`config.mk`:
```
export PLATFORM = sky130hd
export DESIGN_NAME = conv_sequencer
export DESIGN_NICKNAME = d
export VERILOG_FILES = /design/src/rtl/conv_pkg.sv /design/src/rtl/conv_mac_unit.sv /design/src/rtl/conv_sequencer.sv
export SDC_FILE = /design/constraint.sdc
export NUM_CORES = 1
export LEC_CHECK = 0
export BUFFER_PORTS_ARGS = -buffer_cell sky130_fd_sc_hd__buf_2
export CAP_MARGIN = 20
export CELL_PAD_IN_SITES_DETAIL_PLACEMENT = 0
export CELL_PAD_IN_SITES_GLOBAL_PLACEMENT = 2
export CORE_ASPECT_RATIO = 0.5
export CORE_MARGIN = 3
export CORE_UTILIZATION = 33
export DETAILED_ROUTE_END_ITERATION = 7
export PLACE_DENSITY = 0.85
export SYNTH_ARGS = -nofsm -noshare
export SYNTH_HDL_FRONTEND = slang
export SYNTH_SLANG_ARGS = --single-unit
export TNS_END_PERCENT = 50
```
`constraint.sdc`:
```
create_clock -name clk -period 35.5 [get_ports clk]
set_input_delay 3.55 -clock clk [delete_from_list [all_inputs] [get_ports clk]]
set_output_delay 3.55 -clock clk [all_outputs]
set_load 0.01 [all_outputs]
```
`src/rtl/conv_pkg.sv`:
```
// Shared definitions for the 4x4-tile / 3x3-filter convolution sequencer:
// state encoding, tile geometry and flat-bus index helpers.
package conv_pkg;

    typedef enum logic [2:0] {
        IDLE = 3'd0,
        LOAD = 3'd1,
        WAIT = 3'd2,
        MAC  = 3'd3,
        DONE = 3'd4
    } conv_state_t;

    localparam int TILE_N  = 4;
    localparam int FILT_N  = 3;
    localparam int OUT_N   = 2;
    localparam int TAPS    = FILT_N * FILT_N;
    localparam int WINDOWS = OUT_N * OUT_N;

    // Element a(r,c) of the data tile lives at index 4r+c of data_flat.
    function automatic int data_idx(input int r, input int c);
        return r * TILE_N + c;
    endfunction

    // Element b(i,j) of the filter lives at index 3i+j of filt_flat.
    function automatic int filt_idx(input int i, input int j);
        return i * FILT_N + j;
    endfunction

    // Result y(p,q) lives at index 2p+q of result_flat.
    function automatic int res_idx(input int p, input int q);
        return p * OUT_N + q;
    endfunction

endpackage

```
`src/rtl/conv_mac_unit.sv`:
```
// Serial signed multiply-accumulate for one convolution window.
// sum is the value the accumulator takes on the next enabled edge, so the
// sequencer can capture a window's final sum in the same cycle as its last tap.
module conv_mac_unit #(
    parameter int DATA_W = 8,
    parameter int ACC_W  = 20
) (
    input  logic             clk,
    input  logic             rst_n,
    input  logic             clear,
    input  logic             enable,
    input  logic [DATA_W-1:0] op_a,
    input  logic [DATA_W-1:0] op_b,
    output logic [ACC_W-1:0] sum
);

    logic signed [2*DATA_W-1:0] prod;
    logic [ACC_W-1:0]           prod_ext;
    logic [ACC_W-1:0]           base;
    logic [ACC_W-1:0]           acc;

    assign prod     = $signed(op_a) * $signed(op_b);
    assign prod_ext = {{(ACC_W - 2*DATA_W){prod[2*DATA_W-1]}}, prod};
    assign base     = clear ? '0 : acc;
    assign sum      = base + prod_ext;

    // Accumulator: restarts from zero on the first tap of each window.
    always_ff @(posedge clk or negedge rst_n) begin
        if (!rst_n) begin
            acc <= '0;
        end else if (enable) begin
            acc <= sum;
        end
    end

endmodule

```
`src/rtl/conv_sequencer.sv`:
```
// Convolution sequencer: loads the operand memory, then walks the four 3x3
// windows of the 4x4 tile with nine serial MACs each, filling a 2x2 result
// buffer.
// Optional build macro CONV_SEQ_RELU_EN: clamp negative results to zero at
// write time (timing unchanged).
//
// Handshake: start is a single-cycle request honoured only in IDLE (never
// queued). mem_activate is a one-cycle strobe in LOAD; the memory answers
// with mem_done, which is only looked at in WAIT and may arrive any number of
// cycles later. done pulses for one cycle when result_flat holds a complete
// run, and result_valid stays high until the next accepted start.
module conv_sequencer
    import conv_pkg::*;
#(
    parameter int DATA_W = 8,
    parameter int ACC_W  = 20
) (
    input  logic                  clk,
    input  logic                  rst_n,
    input  logic                  start,
    input  logic                  abort,
    output logic                  mem_activate,
    input  logic                  mem_done,
    input  logic [16*DATA_W-1:0]  data_flat,
    input  logic [9*DATA_W-1:0]   filt_flat,
    output logic                  busy,
    output logic                  done,
    output logic [4*ACC_W-1:0]    result_flat,
    output logic                  result_valid
);

    localparam logic [3:0] K_LAST = 4'(TAPS - 1);
    localparam logic [1:0] W_LAST = 2'(WINDOWS - 1);

    conv_state_t       state;
    logic [3:0]        k;
    logic [1:0]        w;
    logic [DATA_W-1:0] op_a;
    logic [DATA_W-1:0] op_b;
    logic [ACC_W-1:0]  mac_sum;
    logic [ACC_W-1:0]  store_val;
    int                tap_i;
    int                tap_j;
    int                win_p;
    int                win_q;

    assign busy = (state != IDLE);

    // Operand muxes: pick a(p+i, q+j) and b(i,j) for the current tap/window.
    always_comb begin
        tap_i = int'(k) / FILT_N;
        tap_j = int'(k) % FILT_N;
        win_p = int'(w) / OUT_N;
        win_q = int'(w) % OUT_N;
        op_a  = data_flat[data_idx(win_p + tap_i, win_q + tap_j) * DATA_W +: DATA_W];
        op_b  = filt_flat[filt_idx(tap_i, tap_j) * DATA_W +: DATA_W];
    end

    // Value written into the result buffer at the end of a window.
    always_comb begin
`ifdef CONV_SEQ_RELU_EN
        store_val = mac_sum[ACC_W-1] ? '0 : mac_sum;
`else
        store_val = mac_sum;
`endif
    end

    conv_mac_unit #(
        .DATA_W (DATA_W),
        .ACC_W  (ACC_W)
    ) u_mac (
        .clk    (clk),
        .rst_n  (rst_n),
        .clear  (k == 4'd0),
        .enable (state == MAC),
        .op_a   (op_a),
        .op_b   (op_b),
        .sum    (mac_sum)
    );

    // Control FSM with tap/window counters, registered strobes and result buffer.
    always_ff @(posedge clk or negedge rst_n) begin
        if (!rst_n) begin
            state        <= IDLE;
            k            <= 4'd0;
            w            <= 2'd0;
            mem_activate <= 1'b0;
            done         <= 1'b0;
            result_valid <= 1'b0;
            result_flat  <= '0;
        end else begin
            mem_activate <= 1'b0;
            done         <= 1'b0;
            if (abort && state != IDLE) begin
                // Cancel wins over everything; partial results are left as-is.
                state        <= IDLE;
                k            <= 4'd0;
                w            <= 2'd0;
                result_valid <= 1'b0;
            end else begin
                case (state)
                    IDLE: begin
                        if (start) begin
                            state        <= LOAD;
                            mem_activate <= 1'b1;
                            result_valid <= 1'b0;
                            k            <= 4'd0;
                            w            <= 2'd0;
                        end
                    end
                    LOAD: begin
                        state <= WAIT;
                    end
                    WAIT: begin
                        if (mem_done) begin
                            state <= MAC;
                        end
                    end
                    MAC: begin
                        if (k == K_LAST) begin
                            result_flat[int'(w) * ACC_W +: ACC_W] <= store_val;
                            k <= 4'd0;
                            w <= w + 2'd1;
                            if (w == W_LAST) begin
                                state        <= DONE;
                                done         <= 1'b1;
                                result_valid <= 1'b1;
                            end
                        end else begin
                            k <= k + 4'd1;
                        end
                    end
                    DONE: begin
                        state <= IDLE;
                    end
                    default: begin
                        state <= IDLE;
                    end
                endcase
            end
        end
    end

endmodule

```
==> out/qor.log, run 1 <==
qor: worst_setup_path.rr_worst_depth 45
qor: synth.ys_seq_area_frac 0.239
qor: worst_setup_path.crit_required 35.76 ns
qor: cts.clk_root_buffer_cell sky130_fd_sc_hd__clkbuf_16
qor: synth.number_of_flip_flops_and_latches_in_the_synthesized_netlist 112
qor: place.buffer_ports.inserted 288
qor: synth.synth.net_count 1638
qor: sta.finalSetupViolations 0
qor: sta.skew 0.00629 ns
qor: floorplan.die_width 273 um
qor: worst_setup_path.worst-endpoint-arrival 13.52 ns
qor: synth.netlist_area 11700 um^2
qor: sta.min_period_over_period 0.374
qor: routing.vias_per_cell 5.46
qor: floorplan.std_cell_rows 48
qor: layout.most-common-layout-cells sky130_fd_sc_hd__buf_2, sky130_fd_sc_hd__nand2_1, sky130_fd_sc_hd__inv_1, sky130_fd_sc_hd__o21ai_0, sky130_fd_sc_hd__dfrtp_1
qor: cts.worst_setup_hold_path_clk_slew 0.07 ns
qor: hold_path.worstHoldStart u_mac.acc[3]
qor: routing.remaining_drc_errors 0
qor: sta.aggregate_negative_setup_slack 0 ns
qor: cts.cts_setup_buffers 0
qor: synth.post_synth_main_area_contributors sky130_fd_sc_hd__dfrtp_1, sky130_fd_sc_hd__fa_1, sky130_fd_sc_hd__ha_1, sky130_fd_sc_hd__mux4_2, sky130_fd_sc_hd__o21ai_0
qor: synth.postSynth.topFlopCell sky130_fd_sc_hd__dfrtp_1
qor: floorplan.die_h 139 um
qor: cts.cts_hold_buffers 0
qor: sta.timing_worst_slew_pin_value 1.15 ns
qor: routing.routed_antenna_nets 0
qor: routing.dr_total_vias 11.1k
qor: sta.final-hold-violation-count 0
qor: job.maxCapViolations 0
qor: cts.cts-htree-levels 3
qor: layout.final_layout_size_suffix_gt1_frac 0.266
qor: grt.grt_first_pass_wirelength 63900 um
qor: synth.yosys.area.top_type sky130_fd_sc_hd__dfrtp_1
qor: worst_setup_path.cp-end-kind register
qor: sta.slew_headroom 0.231
qor: synth.avgSynthCellArea 9.04 um^2
qor: hold_path.hold-path-endpoint u_mac.acc[3]
qor: hold_path.worst_hold_path_type register to register
qor: worst_setup_path.startpoint_type register
qor: layout.area_growth_syn_to_layout 18.9%
qor: place.place.gp.congestion 0.872
qor: synth.yosys.cell_types.count 90
qor: worst_setup_path.worst_reg2reg_startpoint k[3]
qor: worst_setup_path.timing.critical_path.mode_cell sky130_fd_sc_hd__ha_1
qor: grt.grt_start_max_net_pins 68
qor: routing.drt_first_iter_violations 718
qor: routing.drt_pre_antenna_iters 5
qor: place.dp.final_hpwl 32400 um
qor: worst_setup_path.reg2reg_to result_flat[31]
qor: worst_setup_path.setup.worst_path.class register to register
qor: worst_setup_path.critPathLaunch k[3]
qor: grt.overflow 0
qor: worst_setup_path.timing.reg2reg.setup_slack 22.24 ns
qor: worst_setup_path.cp_max_fo 13
qor: grt.number_of_global_route_vias_before_repair 10.9k
qor: routing.average_routed_wire_per_standard_cell 20.0 um
qor: cts.clk-insertion-delay-late 0.36 ns
qor: routing.route.final.wire_length 40700 um
qor: grt.globalRouteTotalUtil 0.211
qor: synth.synth_top_area_share 0.239
qor: cts.cts_resized 0
qor: floorplan.io_pins 289
qor: worst_setup_path.worst_path_max_delay_cell sky130_fd_sc_hd__a31oi_1
qor: sta.final-max-slew-violation-count 0
qor: cts.clkSinkCount 112
qor: floorplan.floorplan.initialDensity 0.337
qor: floorplan.design.die.area 38000 um^2
qor: cts.clock_path_buffers 2
qor: worst_setup_path.cpPeakStageDelay 0.59 ns
qor: synth.syn_inst_count 1297
qor: floorplan.core-area 34800 um^2
qor: run_status.status finished, final reports clean
qor: sta.rsz0062_at_grt no
qor: hold_path.hold_path_depth 2
qor: layout.layout.cells.most_common sky130_fd_sc_hd__buf_2
qor: grt.antenna_found_initial 1
qor: synth.asyncSetResetFlopFracSynth 1.00
qor: synth.yosys_warnings 0
qor: sta.achievable-frequency 75.4 MHz
qor: cts.cts_buffers 9
qor: sta.finalWorstPathRequiredPeriod 13.26 ns
qor: cts.clock_tree_from_tritoncts done
qor: layout.nNetsFinal 1891
qor: synth.synth-edff-count 0
==> sequential cells by signal, indices dropped and copies added (netlist names) <==
register      count
u_mac.acc        20
k                 4
result_flat      80
mem_activate      1
done              1
w                 2
result_valid      1
state             3
==> area by class of cell <==
type                    count  area [um^2]
repair buffers            303         1550
flip-flops and latches    112         2800
inverters                 127          477
diodes                      1         2.50
multi-input cells         997         8180
clock inverters             5          104
well taps                 475          594
fillers                  3507        20800
clock buffers              11          233
==> logic make-up (layout without fill, tap and decap cells) <==
logic type                 Yosys count  count (layout)  share of synthesized area
xor gates and xnor gates            38              38                     0.0336
AOI/OAI and AO/OA                  327             327                      0.190
buffers and inverters              188             446                     0.0646
and+or+nand+nor                    407             407                      0.170
muxes                               89              89                      0.119
DFF                                112             112                      0.239
adders and majority gates          136             136                      0.183
other                                0               1                          0
==> metal layers <==
layer  wire (um)  GRT usage  share of wire  vias to the layer above
li1            -          -              -                     5201
met1       18900      0.295           0.46                     5484
met2       18900      0.347           0.46                      370
met3        2210     0.0253          0.054                       39
met4         618     0.0496          0.015                        2
met5          36    0.00627        0.00089                        -
==> how the worst max path moves through the flow <==
stage	to	slack (ns)	cells after the start
after floorplan	result_flat[12]	23.95	47
after global placement	result_flat[4]	22.29	45
after detailed placement	result_flat[15]	22.37	45
after CTS	result_flat[15]	22.27	45
after global routing	result_flat[31]	21.10	45
final	result_flat[31]	22.24	45
==> per-stage QoR <==
step / util / instance area, um^2 / hold WS, ns / setup slack, ns / cells
CTS: 0.401 / 13900 / 0.479 / 22.27 / 2028
finish: 0.401 / 13900 / 0.474 / 22.24 / 2031
detailed placement: 0.391 / 13600 / 0.462 / 22.37 / 2012
global placement: 0.391 / 13600 / 0.457 / 22.29 / 2011
global route: 0.401 / 13900 / 0.497 / 21.10 / 2031
floorplan: - / 11700 / 0.442 / 23.95 / 1297
==> worst max-delay path: cells and delay by family (launching register included) <==
family / cells / cell delay, ns
xor+xnor: 1 / 0.19
flops: 1 / 0.51
fa+ha+maj: 12 / 4.74
compound gates: 16 / 4.40
buf+inv: 4 / 0.45
simple gates: 12 / 2.88
==> cells in the mapped netlist, drive strengths merged (4+ instances only) <==
cell     number
dfrtp       112
and3         17
a21boi        4
a22oi        12
a31oi        10
nor4          6
a22o         16
a221o         9
xor2         11
nor3         53
mux2i        28
mux2         23
o21a          7
a211oi       15
nor2         63
buf          13
nand4         9
inv         125
clkbuf       48
nand2       128
o31ai         9
a21o         19
o311a         4
fa           59
nand2b        8
o21ai       118
and2         22
or2           6
a2111oi       4
a21oi        51
nand4b        6
or3          14
o211ai        4
ha           77
mux4         38
xnor2        25
nand3        53
a31o          4
o221ai        4
nor2b        10
Power of run 1 is not shown: default switching activity piles up to over one toggle a cycle in this logic, so the estimate is an artifact.
==> run 2: changes to the inputs <==
- CORE_UTILIZATION: 33 -> 30
- PLACE_DENSITY: 0.85 -> 0.82
- clock period: 35.5 -> 12.12 ns (I/O delays scaled with it)
==> out/qor.log, run 2 (synthesis results as in run 1) <==
qor: run_status.status finished, final reports clean
qor: cts.cts-htree-levels 3 [unchanged]
qor: worst_setup_path.startpoint_type register
qor: sta.finalSetupViolations 0 [unchanged]
qor: worst_setup_path.rr_worst_depth 48 [+6.7%]
qor: sta.achievable-frequency 87.3 MHz [+16%]
qor: sta.skew 0.0112 ns [+0.00494 ns]
qor: worst_setup_path.critPathBufInv 8 [+4]
qor: layout.final_layout_size_suffix_gt1_frac 0.289 [+0.0231]
qor: worst_setup_path.cp-end-kind register
qor: layout.area_growth_syn_to_layout 21.7%
qor: floorplan.std_cell_rows 50 [+4.2%]
qor: worst_setup_path.crit_required 12.37 ns [-23.39 ns]
qor: floorplan.floorplan.initialDensity 0.309 [-0.0284]
qor: worst_setup_path.critical_path_cell_count 48 [+6.7%]
qor: cts.cts_buffers 9 [unchanged]
qor: worst_setup_path.worst-endpoint-arrival 11.71 ns [-1.81 ns]
qor: hold_path.worst_hold_path_type register to register
qor: hold_path.hold_path_depth 2 [unchanged]
qor: cts.clock_path_buffers 2 [unchanged]
qor: sta.final-max-slew-violation-count 0 [unchanged]
qor: sta.slew_headroom 0.393 [+0.163]
qor: routing.average_routed_wire_per_standard_cell 19.7 um [-1.7%]
qor: worst_setup_path.timing.critical_path.max_delay_family adder cells
qor: grt.overflow 0 [unchanged]
qor: sta.final-hold-violation-count 0 [unchanged]
qor: routing.drt_first_iter_violations 764 [+6.4%]
qor: routing.remaining_drc_errors 0 [unchanged]
qor: place.place.gp.congestion 0.861 [-1.2%]
qor: floorplan.die_h 146 um [+4.7%]
qor: job.maxCapViolations 0 [unchanged]
qor: place.dp.final_hpwl 33300 um [+2.7%]
qor: floorplan.die_width 286 um [+4.8%]
qor: sta.min_period_over_period 0.946 [+0.572]
qor: floorplan.core-area 38000 um^2 [+9.2%]
qor: sta.aggregate_negative_setup_slack 0 ns [unchanged]
qor: grt.grt_start_max_net_pins 68 [unchanged]
qor: worst_setup_path.cp_max_fo 8 [-5]
qor: floorplan.design.die.area 41600 um^2 [+9.7%]
qor: sta.timing_worst_slew_pin_value 0.908 ns [-0.246 ns]
qor: worst_setup_path.timing.critical_path.mode_cell sky130_fd_sc_hd__ha_1
qor: place.buffer_ports.inserted 288 [unchanged]
qor: layout.largest_register result_flat
qor: sta.rsz0062_at_grt no
qor: cts.clock_tree_from_tritoncts done
qor: routing.dr_total_vias 11.0k [-0.95%]
qor: grt.number_of_global_route_vias_before_repair 10.9k [+0.11%]
qor: routing.vias_per_cell 5.24 [-4.2%]
qor: layout.filler_cells_inserted 3970 [+13%]
qor: cts.clkSinkCount 112 [unchanged]
qor: layout.layout.cells.most_common sky130_fd_sc_hd__buf_2
qor: routing.routed_antenna_nets 0 [unchanged]
qor: cts.clk_root_buffer_cell sky130_fd_sc_hd__clkbuf_16
qor: layout.most-common-layout-cells sky130_fd_sc_hd__buf_2, sky130_fd_sc_hd__nand2_1, sky130_fd_sc_hd__inv_1, sky130_fd_sc_hd__dfrtp_1, sky130_fd_sc_hd__o21ai_0
qor: layout.flip_flop_count_of_the_largest_register_all_copies_and_words_added 80 [unchanged]
qor: grt.antenna_found_initial 4 [+3]
qor: grt.grt_first_pass_wirelength 63900 um [about the same]
qor: floorplan.io_pins 289 [unchanged]
qor: cts.worst_setup_hold_path_clk_slew 0.07 ns [about the same]
qor: worst_setup_path.worst_path_max_delay_cell sky130_fd_sc_hd__xnor2_1
qor: routing.route.final.wire_length 41300 um [+1.6%]
qor: layout.nNetsFinal 1912 [+1.1%]
qor: worst_setup_path.cpPeakStageDelay 0.58 ns [about the same]
qor: cts.clk-insertion-delay-late 0.37 ns [about the same]
qor: routing.drt_pre_antenna_iters 6 [+1]
qor: layout.reg.largest.list result_flat (80), u_mac.acc (20), k (4)
qor: cts.cts_hold_buffers 0 [unchanged]
qor: sta.finalWorstPathRequiredPeriod 11.46 ns [-1.80 ns]
qor: grt.globalRouteTotalUtil 0.193 [-0.0175]
qor: worst_setup_path.setup.worst_path.class register to register
run 2: cell count changes in the layout (fill, tap and decap cells not counted), moves of 3 or more:
cell / previous run / this run
sky130_fd_sc_hd__buf_4: 14 / 36
sky130_fd_sc_hd__o21ai_0: 116 / 109
sky130_fd_sc_hd__o21ai_1: 2 / 9
sky130_fd_sc_hd__a21o_1: 19 / 16
sky130_fd_sc_hd__a21o_2: 0 / 3
sky130_fd_sc_hd__a31oi_1: 10 / 7
run 2: metrics by stage:
step | setup slack (ns) | area (um^2) | utilization | hold WS [ns] | instances
floorplan | 0.573 | 11700 | - | 0.442 | 1297
CTS | 0.151 | 14100 | 0.372 | 0.479 | 2091
detailed placement | 0.0448 | 13800 | 0.363 | 0.463 | 2075
finish | 0.660 | 14300 | 0.376 | 0.474 | 2099
global placement | 0.175 | 13800 | 0.363 | 0.454 | 2075
global route | 0.0124 | 14300 | 0.376 | 0.487 | 2099
run 2: final cells by class:
type | instances | area (um^2) | area share
Inverter | 127 | 477 | 0.0334
Clock buffer | 11 | 233 | 0.0163
Tap cell | 520 | 651 | 0.0456
Clock inverter | 5 | 88.8 | 0.00623
Antenna cell | 3 | 7.51 | 0.000526
Sequential cell | 112 | 2800 | 0.196
Timing Repair Buffer | 324 | 1730 | 0.121
Multi-Input combinational cell | 997 | 8280 | 0.580
run 2: routing by layer:
metal  GRT usage  vias to the layer above  wire [um]
met2       0.314                      329      19100
li1            -                     5256          -
met5           0                        -         13
met4      0.0439                        2        518
met1       0.274                     5371      19600
met3      0.0244                       33       2040
run 2: worst min-delay path: cells and delay by family, from the launching register on:
family             cells  cell delay [ns]
AOI/OAI and AO/OA      1             0.06
DFF                    1             0.34
and+or+nand+nor        1             0.05
run 2: path summary, 6_finish.rpt:
check	start	endpoint	slack [ns]
hold / removal	u_mac.acc[12]	u_mac.acc[12]	0.47
max in group asynchronous	rst_n	u_mac.acc[10]	9.94
min in group asynchronous	rst_n	result_flat[73]	0.86
hold reg to reg	u_mac.acc[12]	u_mac.acc[12]	0.47
setup reg to reg	k[3]	result_flat[2]	0.66
setup / recovery	k[3]	result_flat[2]	0.66
run 2: repair_timing:
action / 4_1_cts / 5_1_grt
resized for setup: 1 / 33
pin swaps: 0 / 2
setup endpoints to repair: 6 / 69
hold endpoints to repair: 0 / 0
buffers inserted: 0 / 5
Power of run 2 is left out for the same reason.
